$ cat src/rtl/sfd_pkg.sv
// Shared types and constants for the serial frame decoder.
// FSM states, parity mode selectors and error codes.
package sfd_pkg;

  typedef enum logic [2:0] {
    S_IDLE,
    S_SYNC,
    S_DATA,
    S_PARITY,
    S_STOP
  } state_t;

  localparam int PAR_NONE = 0;
  localparam int PAR_EVEN = 1;
  localparam int PAR_ODD  = 2;

  localparam logic [1:0] ERR_NONE    = 2'b00;
  localparam logic [1:0] ERR_PARITY  = 2'b01;
  localparam logic [1:0] ERR_FRAME   = 2'b10;
  localparam logic [1:0] ERR_OVERRUN = 2'b11;

endpackage

$ cat src/rtl/sfd_shift_reg.sv
// MSB-first payload shifter with a running XOR of
// every bit shifted in since the last clear.
module sfd_shift_reg #(
  parameter int W = 8
) (
  input  logic         clk,
  input  logic         rst,
  input  logic         i_clr,
  input  logic         i_en,
  input  logic         i_bit,
  output logic [W-1:0] o_data,
  output logic         o_xor
);

  logic [W-1:0] r_data;
  logic         r_xor;

  always_ff @(posedge clk or posedge rst) begin
    if (rst) begin
      r_data <= '0;
      r_xor  <= 1'b0;
    end else if (i_clr) begin
      r_data <= '0;
      r_xor  <= 1'b0;
    end else if (i_en) begin
      r_data <= {r_data[W-2:0], i_bit};
      r_xor  <= r_xor ^ i_bit;
    end
  end

  assign o_data = r_data;
  assign o_xor  = r_xor;

endmodule

$ cat src/rtl/serial_frame_decoder.sv
// Serial frame decoder: start/sync/data/parity/stop framing,
// one-deep output holding register and saturating statistics.
module serial_frame_decoder
  import sfd_pkg::*;
#(
  parameter int DATA_W      = 8,
  parameter int PARITY_MODE = 1,
  parameter int CNT_W       = 16
) (
  input  logic              clk,
  input  logic              rst,
  input  logic              serial_in,
  output logic [DATA_W-1:0] out_data,
  output logic              out_valid,
  input  logic              out_ready,
  output logic              err_valid,
  output logic [1:0]        err_code,
  output logic [CNT_W-1:0]  frame_cnt,
  output logic [CNT_W-1:0]  err_cnt
);

  localparam int BCW = $clog2(DATA_W + 1);
  localparam logic [BCW-1:0] LAST = BCW'(DATA_W - 1);

  state_t            r_state;
  logic [BCW-1:0]    r_bcnt;
  logic              r_par_err;
  logic              r_frm_err;
  logic              r_done;
  logic [DATA_W-1:0] r_out_data;
  logic              r_out_valid;
  logic              r_err_valid;
  logic [1:0]        r_err_code;
  logic [CNT_W-1:0]  r_frame_cnt;
  logic [CNT_W-1:0]  r_err_cnt;

  logic [DATA_W-1:0] w_data;
  logic              w_xor;
  logic              w_clr;
  logic              w_shift;
  logic              w_ones;
  logic              w_par_bad;
  logic              w_good;
  logic              w_overrun;
  logic              w_load;
  logic              w_err;
  logic [1:0]        w_code;

  assign w_clr   = (r_state == S_SYNC) && serial_in;
  assign w_shift = (r_state == S_DATA);

  sfd_shift_reg #(
    .W (DATA_W)
  ) u_shift (
    .clk    (clk),
    .rst    (rst),
    .i_clr  (w_clr),
    .i_en   (w_shift),
    .i_bit  (serial_in),
    .o_data (w_data),
    .o_xor  (w_xor)
  );

  assign w_ones    = w_xor ^ serial_in;
  assign w_par_bad = (PARITY_MODE == PAR_ODD) ? ~w_ones : w_ones;

  always_ff @(posedge clk or posedge rst) begin
    if (rst) begin
      r_state   <= S_IDLE;
      r_bcnt    <= '0;
      r_par_err <= 1'b0;
      r_frm_err <= 1'b0;
      r_done    <= 1'b0;
    end else begin
      r_done <= 1'b0;
      unique case (r_state)
        S_IDLE: begin
          if (!serial_in) r_state <= S_SYNC;
        end
        S_SYNC: begin
          if (serial_in) begin
            r_state   <= S_DATA;
            r_bcnt    <= '0;
            r_par_err <= 1'b0;
          end else begin
            r_state <= S_IDLE;
          end
        end
        S_DATA: begin
          if (r_bcnt == LAST) begin
            r_state <= (PARITY_MODE == PAR_NONE) ? S_STOP : S_PARITY;
          end else begin
            r_bcnt <= r_bcnt + 1'b1;
          end
        end
        S_PARITY: begin
          r_par_err <= w_par_bad;
          r_state   <= S_STOP;
        end
        S_STOP: begin
          r_done    <= 1'b1;
          r_frm_err <= ~serial_in;
          r_state   <= S_IDLE;
        end
        default: r_state <= S_IDLE;
      endcase
    end
  end

  // Frame outcome is committed one edge after the stop-bit sample.
  assign w_good    = r_done && !r_frm_err && !r_par_err;
  assign w_overrun = w_good && r_out_valid && !out_ready;
  assign w_load    = w_good && !w_overrun;
  assign w_err     = r_done && !w_load;
  assign w_code    = r_frm_err ? ERR_FRAME :
                     r_par_err ? ERR_PARITY : ERR_OVERRUN;

  always_ff @(posedge clk or posedge rst) begin
    if (rst) begin
      r_out_data  <= '0;
      r_out_valid <= 1'b0;
      r_err_valid <= 1'b0;
      r_err_code  <= ERR_NONE;
      r_frame_cnt <= '0;
      r_err_cnt   <= '0;
    end else begin
      r_err_valid <= w_err;
      r_err_code  <= w_err ? w_code : ERR_NONE;
      if (w_load) r_out_data <= w_data;
      r_out_valid <= w_load | (r_out_valid & ~out_ready);
      if (w_load && r_frame_cnt != '1)
        r_frame_cnt <= r_frame_cnt + 1'b1;
      if (w_err && r_err_cnt != '1)
        r_err_cnt <= r_err_cnt + 1'b1;
    end
  end

  assign out_data  = r_out_data;
  assign out_valid = r_out_valid;
  assign err_valid = r_err_valid;
  assign err_code  = r_err_code;
  assign frame_cnt = r_frame_cnt;
  assign err_cnt   = r_err_cnt;

endmodule

$ cat config.mk
export PLATFORM = sky130hd
export DESIGN_NAME = serial_frame_decoder
export DESIGN_NICKNAME = d
export VERILOG_FILES = /design/src/rtl/sfd_pkg.sv /design/src/rtl/sfd_shift_reg.sv /design/src/rtl/serial_frame_decoder.sv
export SDC_FILE = /design/constraint.sdc
export NUM_CORES = 1
export LEC_CHECK = 0
export CAP_MARGIN = 15
export CORE_MARGIN = 2
export CORE_UTILIZATION = 59
export CTS_BUF_LIST = sky130_fd_sc_hd__clkbuf_2
export CTS_CLUSTER_SIZE = 10
export DETAILED_ROUTE_END_ITERATION = 8
export GPL_TIMING_DRIVEN = 0
export PLACE_DENSITY_LB_ADDON = 0.1
export SLEW_MARGIN = 20
export SYNTH_ARGS = -nofsm -noshare
export SYNTH_HDL_FRONTEND = slang
export SYNTH_SLANG_ARGS = --single-unit
$ cat constraint.sdc
create_clock -name clk -period 3.7 [get_ports clk]
set_input_delay 0.74 -clock clk [delete_from_list [all_inputs] [get_ports clk]]
set_output_delay 0.74 -clock clk [all_outputs]
set_load 0.05 [all_outputs]
==> results of run 1 <==
==> flip-flops by register name, summed over array words and instances (netlist names), 2 cells and up <==
name,count
u_shift.o_data,8
r_bcnt,4
out_data,8
err_code,2
err_cnt,16
frame_cnt,16
r_state,3
==> layer usage <==
layer	share of wire	routed length, um	GRT usage
met5	0	0	0
met4	0.017	91	0.109
met3	0.032	172	0.0470
met2	0.49	2570	0.351
met1	0.46	2470	0.288
==> cells by family after synthesis <==
group / Yosys count
DFF: 63
muxes: 10
buffers and inverters: 12
adders and majority gates: 3
AOI/OAI and AO/OA: 21
and+or+nand+nor: 111
xor gates and xnor gates: 31
==> area by class of cell <==
type                       instances  area [um2]  share of cell area
clock buffer                      12        60.1              0.0173
timing repair buffer              48         498               0.144
clock inverter                     3        11.3             0.00325
multi-input combinational        176        1200               0.346
buffer                             6        25.0             0.00723
tap                               54        67.6              0.0195
sequential                        63        1580               0.455
inverter                           6        25.0             0.00723
==> cell usage in the layout (no fill, tap or decap), types with 2 or more instances in the layout <==
cell             Yosys  layout
nor3b_1              3       3
ha_1                 3       3
xor2_1              31      31
nand2_1             33      33
a21oi_1             10      10
nand3_1             10      10
o21ai_0              7       7
clkinv_1             0       3
nand4_1              6       6
nor3_1              11      11
buf_2                2       2
and4_1               4       4
or3_1                2       2
clkbuf_2             0      12
nor4_1              13      13
nor2b_1              2       2
mux2_2              10      10
clkdlybuf4s50_1      0      47
inv_1                6       5
nor4b_1              5       5
nor2_1              10      10
clkbuf_1             4       4
dfrtp_1             63      63
a22o_1               2       2
==> through the flow <==
stage | util | hold slack [ns] | std cells | power, W | area [um2]
after detailed placement | 0.728 | 0.485 | 353 | 0.00151 | 3390
final | 0.743 | 0.486 | 368 | 0.00181 | 3460
after global placement | 0.721 | 0.468 | 352 | 0.00148 | 3360
after floorplan | - | 0.446 | 251 | 0.00132 | 2820
after CTS | 0.743 | 0.491 | 368 | 0.00182 | 3460
after global routing | 0.743 | 0.471 | 368 | 0.00190 | 3460
==> worst paths after layout <==
check / slack, ns / start / end
hold / removal: 0.49 / r_par_err / err_code[1]
setup reg to reg: 1.82 / frame_cnt[0] / frame_cnt[1]
max in group asynchronous: 2.71 / rst / r_bcnt[3]
hold reg to reg: 0.49 / r_par_err / err_code[1]
setup / recovery: 1.13 / err_cnt[3] / err_cnt[3]
min in group asynchronous: 0.51 / rst / err_cnt[11]
==> where the power goes <==
part | switching [W] | total (W) | internal, W
sequential | 0.000116 | 0.000930 | 0.000814
combinational | 0.000353 | 0.000562 | 0.000209
clock | 0.000228 | 0.000315 | 0.0000875
total | 0.000697 | 0.00181 | 0.00111
==> run_results.csv, run 1 <==
group,metric,value,unit
hold_path,hold_depth,1,
sta,slew_viol_final,0,
synth,synth_xor_area_frac,0.0962,
finish,fillers,338,
synth,syn_avg_cell_area,11.2,um2
critical_path,cp_slowest_cell,"clkdlybuf4s50_1",
synth,yosys.area_share.simple,0.232,
place,place_hpwl,3790,um
critical_path,path_depth,1,
die,die_h,73.2,um
die,initial_core_util,0.606,
finish,synthToLayoutAreaGrowth,22.7,%
synth,synthMuxAreaShare,0.0399,
critical_path,crit_buf_inv,1,
critical_path,path_max_fanout,6,
die,die_x,73.2,um
finish,insertedDiodeCount,0,
synth,synth_area_leaders,"dfrtp_1 56%, xor2_1 9.6%, nand2_1 4.4%, mux2_2 4.0%, nor4_1 2.9%",
finish,drive_above_1_share,0.111,
clocking,clock-sinks,63,
finish,fin_nets,317,
sta,worst_pin_slew,0.558,ns
synth,yosysUniqueCellTypes,35,
clocking,numCtsBuffers,9,
critical_path,slowest_delay,0.85,ns
sta,rsz0062_at_grt,"no",
clocking,clk_pin_slew_worst_paths,0.17,ns
sta,layout_worst_path_cycle_share,0.694,
critical_path,cp_data_arrival_time,1.83,ns
grt,grt_pass1_wl,8970,um
synth,synth_area,2820,um2
clocking,post-cts-setup-buffer-count,0,
critical_path,crit_type,"reg2out",
synth,synth_most_common_cell,"dfrtp_1",
synth,async_flop_share,1.00,
place,port_buffers,47,
pwr,power_density,522,nW/um2
clocking,clockRootBuffer,"clkbuf_2",
run,maxCapViolCount,0,
clocking,cts.repair.resized,0,
die,ios,48,
die,coreArea,4660,um2
synth,yosys-top-cells-count,"63 x dfrtp_1, 33 x nand2_1, 31 x xor2_1",
routing,drc,0,
grt,grt_start_max_net_pins,57,
sta,fmax,390,MHz
synth,synth_area_leader_cell,"dfrtp_1",
sta,setup_ws,1.13,ns
critical_path,crit_family,"buffers and inverters",
critical_path,required,2.96,ns
routing,wl,5300,um
synth,syn_inst,251,
synth,synth_ff_type,"dfrtp_1",
place,gpl.final_weighted_congestion,0.796,
die,rows,25,
sta,setup_violations,0,
sta,slew_headroom,0.628,
routing,wl_per_cell,14.4,um
outcome,status,"completed",
synth,syn-num-nets,258,
clocking,clock_path_buffers,2,
pwr,leakagePower,1.68,nW
synth,seq_area_frac_synth,0.559,
hold_path,hp-class,"reg2reg",
synth,synth_top_area_frac,0.559,
critical_path,start_kind,"flop",
place,post-place-ws,1.10,ns
sta,finalClockSkew,0.0208,ns
sta,hold_viol,0,
routing,antenna_left,0,
grt,gr-total-overflow,0,
synth,synth_top_family_by_area,"simple AND/OR/NAND/NOR gates",
synth,synth_edf_count,0,
clocking,holdBufCountCts,0,
routing,first_pass_iters,4,
clocking,ctsHtreeMaxLevel,3,
grt,antenna_found_initial,0,
routing,viasPerCell,5.68,
synth,synth-adder-area-share,0.0133,
critical_path,endpoint_kind,"output pin",
critical_path,reg2reg_depth,5,
clocking,clock_latency,0.48,ns
grt,grt_pass1_vias,1974,
pwr,irDropWorstVdd,346,uV
grt,grtUsageTotal,0.221,
routing,drtIter0Drc,115,
critical_path,path_cells,"clkdlybuf4s50_1",
sta,fin_setup_tns,0,ns
routing,vias,2089,
synth,ys.warnings.count,0,
synth,synth_compound_area_frac,0.0430,
sta,min_period,2.57,ns
die,die_area,5350,um2
clocking,tritoncts,"built",
synth,ys_seq_elements,63,
Power figures use the tool's default switching activity.
==> run 2, diff against run 1 <==
--- a/config.mk
+++ b/config.mk
@@ -7,7 +7,7 @@
 export LEC_CHECK = 0
 export CAP_MARGIN = 15
 export CORE_MARGIN = 2
-export CORE_UTILIZATION = 59
+export CORE_UTILIZATION = 55
 export CTS_BUF_LIST = sky130_fd_sc_hd__clkbuf_2
 export CTS_CLUSTER_SIZE = 10
 export DETAILED_ROUTE_END_ITERATION = 8
==> constraint.sdc (replaced) <==
create_clock -name clk -period 2.7 [get_ports clk]
set_input_delay 0.54 -clock clk [delete_from_list [all_inputs] [get_ports clk]]
set_output_delay 0.54 -clock clk [all_outputs]
set_load 0.05 [all_outputs]
==> run 2 against run 1 <==
  * Sequential power increased by 38%
  * Via count decreased by 0.81%
  * Combinational power increased by 35%
  * Sequential cell count unchanged
  * Worst setup slack got worse by 0.79 ns
  * Register-to-register slack got worse by 0.98 ns
  * Clock skew decreased by 0.0055 ns
  * Critical path type unchanged
==> run_results.csv, run 2 (synthesized netlist as in run 1, its figures left out) <==
group,metric,value,unit
pwr,seqPwrFrac,0.519,
clocking,clockRootBuffer,"clkbuf_2",
finish,fin_cells,383,
sta,hold_viol,0,
critical_path,start_kind,"flop",
critical_path,path_cells,"clkdlybuf4s50_1",
sta,setup_violations,0,
clocking,tritoncts,"built",
sta,finalClockSkew,0.0153,ns
place,placed_area,3410,um2
routing,viasPerCell,5.41,
die,initial_core_util,0.560,
routing,drc,0,
finish,drive_above_1_share,0.112,
critical_path,crit_family,"buffers and inverters",
routing,wl_per_cell,13.9,um
grt,grt_pass1_wl,8610,um
clocking,clk_pin_slew_worst_paths,0.17,ns
critical_path,required,2.16,ns
sta,worst_hold_slack,0.304,ns
grt,gr-total-overflow,0,
critical_path,path_max_fanout,6,
clocking,clock-sinks,63,
sta,worst_pin_slew,0.560,ns
pwr,p_sw_frac,0.385,
critical_path,crit_buf_inv,1,
die,die_h,75.6,um
place,port_buffers,47,
hold_path,hp-class,"in2async",
critical_path,rrSetupSlack,0.84,ns
critical_path,cp_slowest_cell,"clkdlybuf4s50_1",
finish,insertedDiodeCount,0,
pwr,leakagePower,1.68,nW
clocking,cts.repair.resized,0,
finish,mostFrequentLayoutCell,"dfrtp_1",
pwr,power.share.clock,0.171,
critical_path,slowest_delay,0.85,ns
clocking,ctsHtreeMaxLevel,3,
pwr,power_density,707,nW/um2
sta,fin_setup_tns,0,ns
routing,top_layer_used,"met4",
sta,slew_headroom,0.624,
die,rows,26,
critical_path,endpoint_kind,"output pin",
pwr,p_sw,0.000945,W
die,die_x,75.6,um
clocking,numCtsBuffers,9,
die,coreArea,5040,um2
grt,antenna_found_initial,0,
grt,grtUsageTotal,0.203,
die,die_area,5720,um2
outcome,status,"completed",
place,gpl.final_weighted_congestion,0.818,
sta,min_period,2.36,ns
critical_path,crit_type,"reg2out",
sta,rsz0062_at_grt,"no",
run,maxCapViolCount,0,
place,place_hpwl,3740,um
sta,layout_worst_path_cycle_share,0.873,
routing,first_pass_iters,4,
finish,fin_nets,317,
clocking,post-cts-setup-buffer-count,0,
routing,vias,2072,
place,post-place-cells,369,
clocking,clock_latency,0.46,ns
pwr,p_int,0.00151,W
clocking,holdBufCountCts,0,
pwr,power_frac_comb,0.310,
critical_path,cp_data_arrival_time,1.82,ns
routing,drtIter0Drc,142,
sta,fmax,424,MHz
finish,synthToLayoutAreaGrowth,23.2,%
place,post-place-ws,0.354,ns
routing,route.layer.met1.wl,2490,um
die,ios,48,
sta,slew_viol_final,0,
grt,grt_pass1_vias,1936,
grt,grt_start_max_net_pins,56,
routing,antenna_left,0,
finish,final_cell_mix,"63 x dfrtp_1, 47 x clkdlybuf4s50_1, 33 x nand2_1",
finish,fin_area,3480,um2
routing,wl,5330,um
clocking,clock_path_buffers,2,
routing,wl_met3,154,um
pwr,irDropWorstVdd,494,uV
sta,setup_ws,0.344,ns
routing,met2_length,2600,um
[run 2: cell count changes in the layout (fill, tap and decap cells not counted)]
| cell | delta |
|---|---|
| clkbuf_2 | -1 |
| clkinv_1 | -1 |
| clkinv_2 | +1 |
[run 2: final timing paths]
path | cells after the start | to | startpoint
setup / recovery | 1 | err_cnt[3] | err_cnt[3]
hold / removal | 2 | frame_cnt[10] | rst
setup reg to reg | 5 | frame_cnt[1] | frame_cnt[0]
hold reg to reg | 1 | err_code[0] | r_frm_err
max in group asynchronous | 3 | out_data[7] | rst
min in group clk | 1 | err_code[0] | r_frm_err
[run 2: metal layers]
| metal | vias to the layer above | track usage |
|---|---|---|
| met5 | - | 0 |
| met4 | 0 | 0.0897 |
| met3 | 7 | 0.0556 |
| met2 | 37 | 0.311 |
| met1 | 1017 | 0.272 |
| li1 | 1011 | - |
[run 2: power by group through the flow]
stage | Sequential, W | Combinational (W) | Clock (W)
5_1_grt | 0.00130 | 0.000837 | 0.000475
4_1_cts | 0.00128 | 0.000771 | 0.000433
2_1_floorplan | 0.00150 | 0.000315 | 0
3_5_place_dp | 0.00130 | 0.000768 | 0
6_report | 0.00128 | 0.000761 | 0.000420
3_3_place_gp | 0.00129 | 0.000749 | 0
[run 2: worst register-to-register path, cell delays in order (launching register included)]
cell	delay, ns
dfrtp_1	0.48
ha_1	0.29
and3_1	0.21
and4bb_2	0.28
nor2_1	0.18
mux2_2	0.35
[run 2: metrics by stage]
| step | total power [W] | util |
|---|---|---|
| 2_1_floorplan | 0.00181 | - |
| 3_3_place_gp | 0.00204 | 0.670 |
| 3_5_place_dp | 0.00206 | 0.676 |
| 4_1_cts | 0.00248 | 0.690 |
| 5_1_grt | 0.00262 | 0.690 |
| 6_report | 0.00246 | 0.690 |
[run 2: layout make-up]
class / instances / area, um2
plain buffers: 6 / 25.0
inverters: 6 / 25.0
clock buffers: 11 / 55.1
flip-flops and latches: 63 / 1580
well taps: 70 / 87.6
fillers: 400 / 1560
multi-input cells: 176 / 1200
clock inverters: 3 / 12.5
repair buffers: 48 / 498
